===== config.mk =====
export PLATFORM = sky130hd
export DESIGN_NAME = uart_baud_gen_frac_flat
export DESIGN_NICKNAME = d
export VERILOG_FILES = /design/src/rtl/uart_baud_gen_frac_pkg.sv /design/src/rtl/uart_baud_gen_frac_if.sv /design/src/rtl/uart_baud_gen_frac_accum.sv /design/src/rtl/uart_baud_gen_frac.sv /design/src/flat_wrapper.sv
export SDC_FILE = /design/constraint.sdc
export NUM_CORES = 1
export LEC_CHECK = 0
export ABC_AREA = 1
export CAP_MARGIN = 20
export CORE_MARGIN = 4
export CORE_UTILIZATION = 45
export DETAILED_ROUTE_END_ITERATION = 10
export PLACE_DENSITY = 0.62
export SETUP_SLACK_MARGIN = 0.4
export SYNTH_ARGS = -nofsm -noshare
export SYNTH_HDL_FRONTEND = slang
export SYNTH_SLANG_ARGS = --single-unit

===== constraint.sdc =====
create_clock -name clk -period 8.25 [get_ports clk]
set_clock_uncertainty 0.05 [all_clocks]
set_input_delay 1.65 -clock clk [delete_from_list [all_inputs] [get_ports clk]]
set_output_delay 1.65 -clock clk [all_outputs]
set_load 0.02 [all_outputs]

===== src/rtl/uart_baud_gen_frac_pkg.sv =====
// Shared constants and types for the UART baud generator and the uart_tx/uart_rx engines.
package uart_baud_gen_frac_pkg;

  localparam int          DEF_INT_BITS   = 16;
  localparam int          DEF_FRAC_BITS  = 4;
  localparam int          DEF_OVERSAMPLE = 16;
  localparam logic [15:0] DEF_RESET_DIV  = 16'd27;

  typedef struct packed {
    logic os_tick;
    logic mid_tick;
    logic bit_tick;
  } tick_t;

  function automatic int os_cnt_width(input int oversample);
    return $clog2(oversample);
  endfunction

endpackage


===== src/rtl/uart_baud_gen_frac_if.sv =====
// Control/tick bundle between the CSR side (master) and the baud generator (slave).
interface uart_baud_gen_frac_if #(
  parameter int INT_BITS  = uart_baud_gen_frac_pkg::DEF_INT_BITS,
  parameter int FRAC_BITS = uart_baud_gen_frac_pkg::DEF_FRAC_BITS
);

  logic                 enable;
  logic                 restart;
  logic [INT_BITS-1:0]  divisor_int;
  logic [FRAC_BITS-1:0] divisor_frac;
  logic                 divisor_load;
  logic                 os_tick;
  logic                 mid_tick;
  logic                 bit_tick;
  logic                 div_pending;

  modport master (
    output enable, restart, divisor_int, divisor_frac, divisor_load,
    input  os_tick, mid_tick, bit_tick, div_pending
  );

  modport slave (
    input  enable, restart, divisor_int, divisor_frac, divisor_load,
    output os_tick, mid_tick, bit_tick, div_pending
  );

endinterface


===== src/rtl/uart_baud_gen_frac_accum.sv =====
// Fractional phase accumulator: the carry out of each advance stretches the next period by one clock.
module uart_baud_gen_frac_accum
  import uart_baud_gen_frac_pkg::*;
#(
  parameter int FRAC_BITS = DEF_FRAC_BITS
) (
  input  logic                 clk,
  input  logic                 reset_n,
  input  logic                 i_clear,
  input  logic                 i_advance,
  input  logic [FRAC_BITS-1:0] i_frac,
  output logic                 o_extra
);

  logic [FRAC_BITS-1:0] r_acc;
  logic                 r_extra;
  logic [FRAC_BITS:0]   w_sum;

  assign w_sum = {1'b0, r_acc} + {1'b0, i_frac};

  always_ff @(posedge clk or negedge reset_n) begin
    if (!reset_n) begin
      r_acc   <= '0;
      r_extra <= 1'b0;
    end else if (i_clear) begin
      r_acc   <= '0;
      r_extra <= 1'b0;
    end else if (i_advance) begin
      r_acc   <= w_sum[FRAC_BITS-1:0];
      r_extra <= w_sum[FRAC_BITS];
    end
  end

  assign o_extra = r_extra;

endmodule


===== src/rtl/uart_baud_gen_frac.sv =====
// Fractional baud generator: os_tick averages divisor_int + divisor_frac/2^FRAC_BITS clocks;
// mid_tick/bit_tick are decoded from the oversample counter for the RX sample point and bit edge.
module uart_baud_gen_frac
  import uart_baud_gen_frac_pkg::*;
#(
  parameter int                  INT_BITS   = DEF_INT_BITS,
  parameter int                  FRAC_BITS  = DEF_FRAC_BITS,
  parameter int                  OVERSAMPLE = DEF_OVERSAMPLE,
  parameter logic [INT_BITS-1:0] RESET_DIV  = DEF_RESET_DIV
) (
  input  logic                clk,
  input  logic                reset_n,
  uart_baud_gen_frac_if.slave bus
);

  localparam int                  OSW     = os_cnt_width(OVERSAMPLE);
  localparam logic [OSW-1:0]      MID_IDX = OSW'(OVERSAMPLE / 2 - 1);
  localparam logic [OSW-1:0]      BIT_IDX = OSW'(OVERSAMPLE - 1);
  localparam logic [INT_BITS-1:0] ONE     = INT_BITS'(1);

  logic [INT_BITS-1:0]  r_cnt;
  logic [INT_BITS-1:0]  r_div_int_q;
  logic [FRAC_BITS-1:0] r_div_frac_q;
  logic [INT_BITS-1:0]  r_shadow_int;
  logic [FRAC_BITS-1:0] r_shadow_frac;
  logic                 r_pending;
  logic [OSW-1:0]       r_os_cnt;
  tick_t                r_ticks;

  logic                 w_extra;
  logic                 w_wrap;
  logic                 w_apply;
  logic [INT_BITS-1:0]  w_div_eff;
  logic [INT_BITS-1:0]  w_term;

  // A programmed divisor of 0 runs like 1; the carried fraction adds one clock to this period.
  assign w_div_eff = (r_div_int_q == '0) ? ONE : r_div_int_q;
  assign w_term    = w_div_eff - ONE + INT_BITS'(w_extra);
  assign w_wrap    = bus.enable && !bus.restart && (r_cnt == w_term);
  assign w_apply   = r_pending && (bus.restart || !bus.enable || w_wrap);

  always_ff @(posedge clk or negedge reset_n) begin
    if (!reset_n) begin
      r_cnt    <= '0;
      r_os_cnt <= '0;
      r_ticks  <= '0;
    end else if (bus.restart) begin
      r_cnt    <= '0;
      r_os_cnt <= '0;
      r_ticks  <= '0;
    end else if (bus.enable) begin
      r_ticks.os_tick  <= w_wrap;
      r_ticks.mid_tick <= w_wrap && (r_os_cnt == MID_IDX);
      r_ticks.bit_tick <= w_wrap && (r_os_cnt == BIT_IDX);
      if (w_wrap) begin
        r_cnt    <= '0;
        r_os_cnt <= r_os_cnt + OSW'(1);
      end else begin
        r_cnt    <= r_cnt + ONE;
      end
    end else begin
      r_ticks  <= '0;
    end
  end

  // The shadow only goes live at a period boundary, so a load seen on a wrap edge waits a full period.
  always_ff @(posedge clk or negedge reset_n) begin
    if (!reset_n) begin
      r_div_int_q   <= RESET_DIV;
      r_div_frac_q  <= '0;
      r_shadow_int  <= RESET_DIV;
      r_shadow_frac <= '0;
      r_pending     <= 1'b0;
    end else begin
      if (w_apply) begin
        r_div_int_q  <= r_shadow_int;
        r_div_frac_q <= r_shadow_frac;
      end
      if (bus.divisor_load) begin
        r_shadow_int  <= bus.divisor_int;
        r_shadow_frac <= bus.divisor_frac;
        r_pending     <= 1'b1;
      end else if (w_apply) begin
        r_pending     <= 1'b0;
      end
    end
  end

  uart_baud_gen_frac_accum #(
    .FRAC_BITS (FRAC_BITS)
  ) u_accum (
    .clk       (clk),
    .reset_n   (reset_n),
    .i_clear   (bus.restart),
    .i_advance (w_wrap),
    .i_frac    (r_div_frac_q),
    .o_extra   (w_extra)
  );

  assign bus.os_tick     = r_ticks.os_tick;
  assign bus.mid_tick    = r_ticks.mid_tick;
  assign bus.bit_tick    = r_ticks.bit_tick;
  assign bus.div_pending = r_pending;

endmodule

===== src/flat_wrapper.sv =====
// flat-port wrapper written by rule: the top's interface ports become plain ports
module uart_baud_gen_frac_flat import uart_baud_gen_frac_pkg::*;
#(
  parameter int                  INT_BITS   = DEF_INT_BITS,
  parameter int                  FRAC_BITS  = DEF_FRAC_BITS,
  parameter int                  OVERSAMPLE = DEF_OVERSAMPLE,
  parameter logic [INT_BITS-1:0] RESET_DIV  = DEF_RESET_DIV
)
  (clk, reset_n, bus_enable, bus_restart, bus_divisor_int, bus_divisor_frac, bus_divisor_load, bus_os_tick, bus_mid_tick, bus_bit_tick, bus_div_pending);
  uart_baud_gen_frac_if #(.INT_BITS(INT_BITS), .FRAC_BITS(FRAC_BITS)) bus_i ();
  input  logic clk;
  input  logic reset_n;
  input wire logic [$bits(bus_i.enable)-1:0] bus_enable;
  input wire logic [$bits(bus_i.restart)-1:0] bus_restart;
  input wire logic [$bits(bus_i.divisor_int)-1:0] bus_divisor_int;
  input wire logic [$bits(bus_i.divisor_frac)-1:0] bus_divisor_frac;
  input wire logic [$bits(bus_i.divisor_load)-1:0] bus_divisor_load;
  output wire logic [$bits(bus_i.os_tick)-1:0] bus_os_tick;
  output wire logic [$bits(bus_i.mid_tick)-1:0] bus_mid_tick;
  output wire logic [$bits(bus_i.bit_tick)-1:0] bus_bit_tick;
  output wire logic [$bits(bus_i.div_pending)-1:0] bus_div_pending;
  assign bus_i.enable = bus_enable;
  assign bus_i.restart = bus_restart;
  assign bus_i.divisor_int = bus_divisor_int;
  assign bus_i.divisor_frac = bus_divisor_frac;
  assign bus_i.divisor_load = bus_divisor_load;
  assign bus_os_tick = bus_i.os_tick;
  assign bus_mid_tick = bus_i.mid_tick;
  assign bus_bit_tick = bus_i.bit_tick;
  assign bus_div_pending = bus_i.div_pending;
  uart_baud_gen_frac #(.INT_BITS(INT_BITS), .FRAC_BITS(FRAC_BITS), .OVERSAMPLE(OVERSAMPLE), .RESET_DIV(RESET_DIV)) u_core (.clk(clk), .reset_n(reset_n), .bus(bus_i));
endmodule

==> summary.txt <==
outcome = finished, final reports clean
final net count = 555
metal3 WL = 355 um
Post-Route WL = 8551 um
Die ar. = 0.01017 mm2
Worst path depth = 17
max cap viols = 0
sequential cell area = 0.001737 mm2
row count = 33
CTS root buf = clkbuf_8
via count = 3170
Worst Path Required = 8.43 ns
final core area utilization = 0.5307
Num CTS Buffers = 9
syn nets = 528
CP startpoint kind = flop
All-Layer GR Usage = 0.1856
Final GP Congestion = 0.9417
Crit path max-delay family = simple AND/OR/NAND/NOR gates
share of cells above drive strength 1 = 0.08175
crit path buf inv count = 1
met2 wire len = 3790 um
Avg Inst Size Synth = 7.849 um2
final setup vio count = 0
unrepaired setup endpoints after global routing = no
DP Area = 0.004213 mm2
Min Hold Slack = 0.4137 ns
Worst Tran Pin Value = 0.8747 ns
drt wl/cell = 13.55 um
post-synthesis sequential area ratio = 0.4479
kind of critical path = flop to flop
Gate Count Post-Synth = 494
Post-CTS Hold Buffers = 0
multi-input logic area = 0.001938 mm2
min-delay worst type = flop to flop
ANT cells = 0
Gate power share = 0.197
first-pass GRT wire length = 14670 um
Clock Power Share = 0.323
Peak VDD IR = 0.1134 mV
Metal-1 WL = 4288 um
# port buffers = 28
Hold Vio Cnt, Final = 0
initial antenna violation count = 0
pin count of the biggest net entering global routing = 70
CTS resizes = 0
DIE WIDTH = 100.8 um
area grow syn2layout = 13.58%
Slew headroom = 0.4169
Worst path slowest cell = dfrtp_1
WP data arrival = 3.84 ns
Sw Pwr = 260.9 uW
worst hold path cell count = 2
CTS tree = done
routed vias/inst = 5.024
Slew Limit Fails = 0
post-layout minimum cycle time = 3.662 ns
Synth Register Bits = 69
crit path max fanout = 32
count of different cell masters after synthesis = 35
H-tree depth = 3
Filler cells = 790
core area = 0.008299 mm2
DRC violations left = 0
First-pass DRT Iterations = 7
Post-CTS Setup Inserts = 0
Place WS = 4.579 ns
crit-path max cell delay = 0.48 ns
cell area after layout = 0.004404 mm2
Worst-path clk slew = 0.08 ns
switch share = 0.3140
Cell Pwr Density = 188.7 mW/mm2
Max Used Layer = met4
# clock sinks = 69
HPWL Detailed = 6462 um
antenna-violating nets left = 0
Post-Syn Area = 0.003877 mm2
Ports = 29
CP dominant cell by count = nand2_1
Clock Latency Late Sink = 0.34 ns
vias in the first global route = 3000
Setup TNS = 0 ns
final worst slack = 4.588 ns
Final Cycle Share = 0.4438
CTS max path bufs = 2
starting density of the core = 0.4672
GRT overflow = 0
Die H = 100.8 um
critical path capture point type = flop
P_leak = 0.002121 uW
CP Cell Sequence = nor2_1 > nand2_1 > nor2_2 > a41oi_1 > ha_1 > ha_1 > inv_1 > nand2_1 > nand2_1 > xor2_1 > nand3_1 > nor3_4 > nand3_4 > nand2_4 > nand2_2 > nand2_1 > nand2_1
Syn. warnings = 0
Cell Int Power = 570.1 uW
Flop pwr share = 0.481
Fmax = 273.1 MHz
Worst Reg-to-Reg Cells = 17
drt initial violations = 198
## power groups by stage
stage / combinational [uW] / clock (uW) / sequential [uW]
after floorplan: 125 / 0 / 392
after global placement: 162 / 0 / 405
after detailed placement: 164 / 0 / 405
after CTS: 165 / 277 / 399
after global routing: 188 / 292 / 403
final: 163 / 268 / 399
## worst reg2reg max path: stages (launching register included)
cell     delay (ns)
dfrtp_1        0.48
nor2_1         0.18
nand2_1        0.13
nor2_2         0.17
a41oi_1        0.13
ha_1           0.25
ha_1           0.28
inv_1          0.10
nand2_1        0.06
nand2_1        0.08
xor2_1         0.19
nand3_1        0.17
nor3_4         0.32
nand3_4        0.15
nand2_4        0.30
nand2_2        0.31
nand2_1        0.15
nand2_1        0.06
## cells in the mapped netlist (all sizes together)
library cell | n | share of area
a21oi | 4 | 0.0052
a41oi | 1 | 0.0023
buf | 7 | 0.014
clkbuf | 6 | 0.0061
clkinv | 2 | 0.0019
dfrtp | 61 | 0.39
dfstp | 8 | 0.054
fa | 1 | 0.0052
ha | 8 | 0.026
inv | 31 | 0.030
mux2i | 1 | 0.0026
nand2 | 188 | 0.19
nand3 | 68 | 0.094
nand3b | 2 | 0.0039
nand4 | 9 | 0.018
nor2 | 44 | 0.052
nor3 | 4 | 0.0081
nor4 | 4 | 0.0065
o21ai | 6 | 0.0077
o21bai | 1 | 0.0019
o22ai | 7 | 0.011
xnor2 | 8 | 0.018
xor2 | 23 | 0.052
## state kept, by name (all words and copies together) (netlist names)
| register | cells |
|---|---|
| u_core.bus.bit_tick | 1 |
| u_core.r_cnt | 16 |
| u_core.bus.div_pending | 1 |
| u_core.u_accum.o_extra | 1 |
| u_core.r_shadow_frac | 4 |
| u_core.u_accum.r_acc | 4 |
| u_core.r_os_cnt | 4 |
| u_core.bus.mid_tick | 1 |
| u_core.r_shadow_int | 16 |
| u_core.r_div_int_q | 16 |
| u_core.bus.os_tick | 1 |
| u_core.r_div_frac_q | 4 |
## logic make-up after synthesis
group / count (synthesis) / share of synthesized area
buf+inv: 46 / 0.05227
compound gates: 19 / 0.02839
mux: 1 / 0.002582
simple gates: 319 / 0.3679
fa+ha+maj: 9 / 0.03098
flops: 69 / 0.4479
xor+xnor: 31 / 0.07002
## cells in the final DEF, fill, tap and decap left out, types with 2 or more instances in the layout
master             n
clkbuf_8           9
nand4_1            8
ha_1               8
a21oi_1            4
clkdlybuf4s50_1   27
nor2_4             2
inv_2              2
nand2_2            2
xor2_1            23
xnor2_1            8
nor3_1             3
dfstp_2            8
nand3b_1           2
nor2_2             8
nand3_4            2
o21ai_0            5
nand2_1          185
nor2_1            34
nand3_1           66
dfrtp_1           61
nor4_1             4
clkbuf_1           2
o22ai_1            7
clkinv_1           2
inv_1             29
## worst paths after layout
| check | slack (ns) | end | startpoint |
|---|---|---|---|
| setup / recovery | 4.59 | u_core.r_div_int_q[8] | u_core.r_div_int_q[6] |
| hold / removal | 0.41 | u_core.r_shadow_int[3] | u_core.r_shadow_int[3] |
| setup reg to reg | 4.59 | u_core.r_div_int_q[8] | u_core.r_div_int_q[6] |
| max in group asynchronous | 6.11 | u_core.u_accum.r_acc[3] | reset_n |
| hold reg to reg | 0.41 | u_core.r_shadow_int[3] | u_core.r_shadow_int[3] |
| min in group asynchronous | 1.45 | u_core.r_cnt[5] | reset_n |
## metrics by stage
stage | instances | power, uW
after floorplan | 494 | 517.7
after global placement | 615 | 567.3
after detailed placement | 615 | 569.5
after CTS | 631 | 841.0
after global routing | 631 | 883.1
final | 631 | 831.0
## layout make-up
cell class,count,area share
multi-input combinational,379,0.4401
sequential,69,0.3943
timing repair buffer,29,0.06420
clock buffer,11,0.02983
tap,105,0.02983
inverter,33,0.02813
clock inverter,5,0.01364
## metal layers
| layer | up-vias | track usage |
|---|---|---|
| li1 | 1654 | - |
| met1 | 1449 | 0.2640 |
| met2 | 57 | 0.2856 |
| met3 | 10 | 0.03391 |
| met4 | 0 | 0.06218 |
| met5 | - | 0 |
No activity file was read; power rests on OpenSTA's default activity.
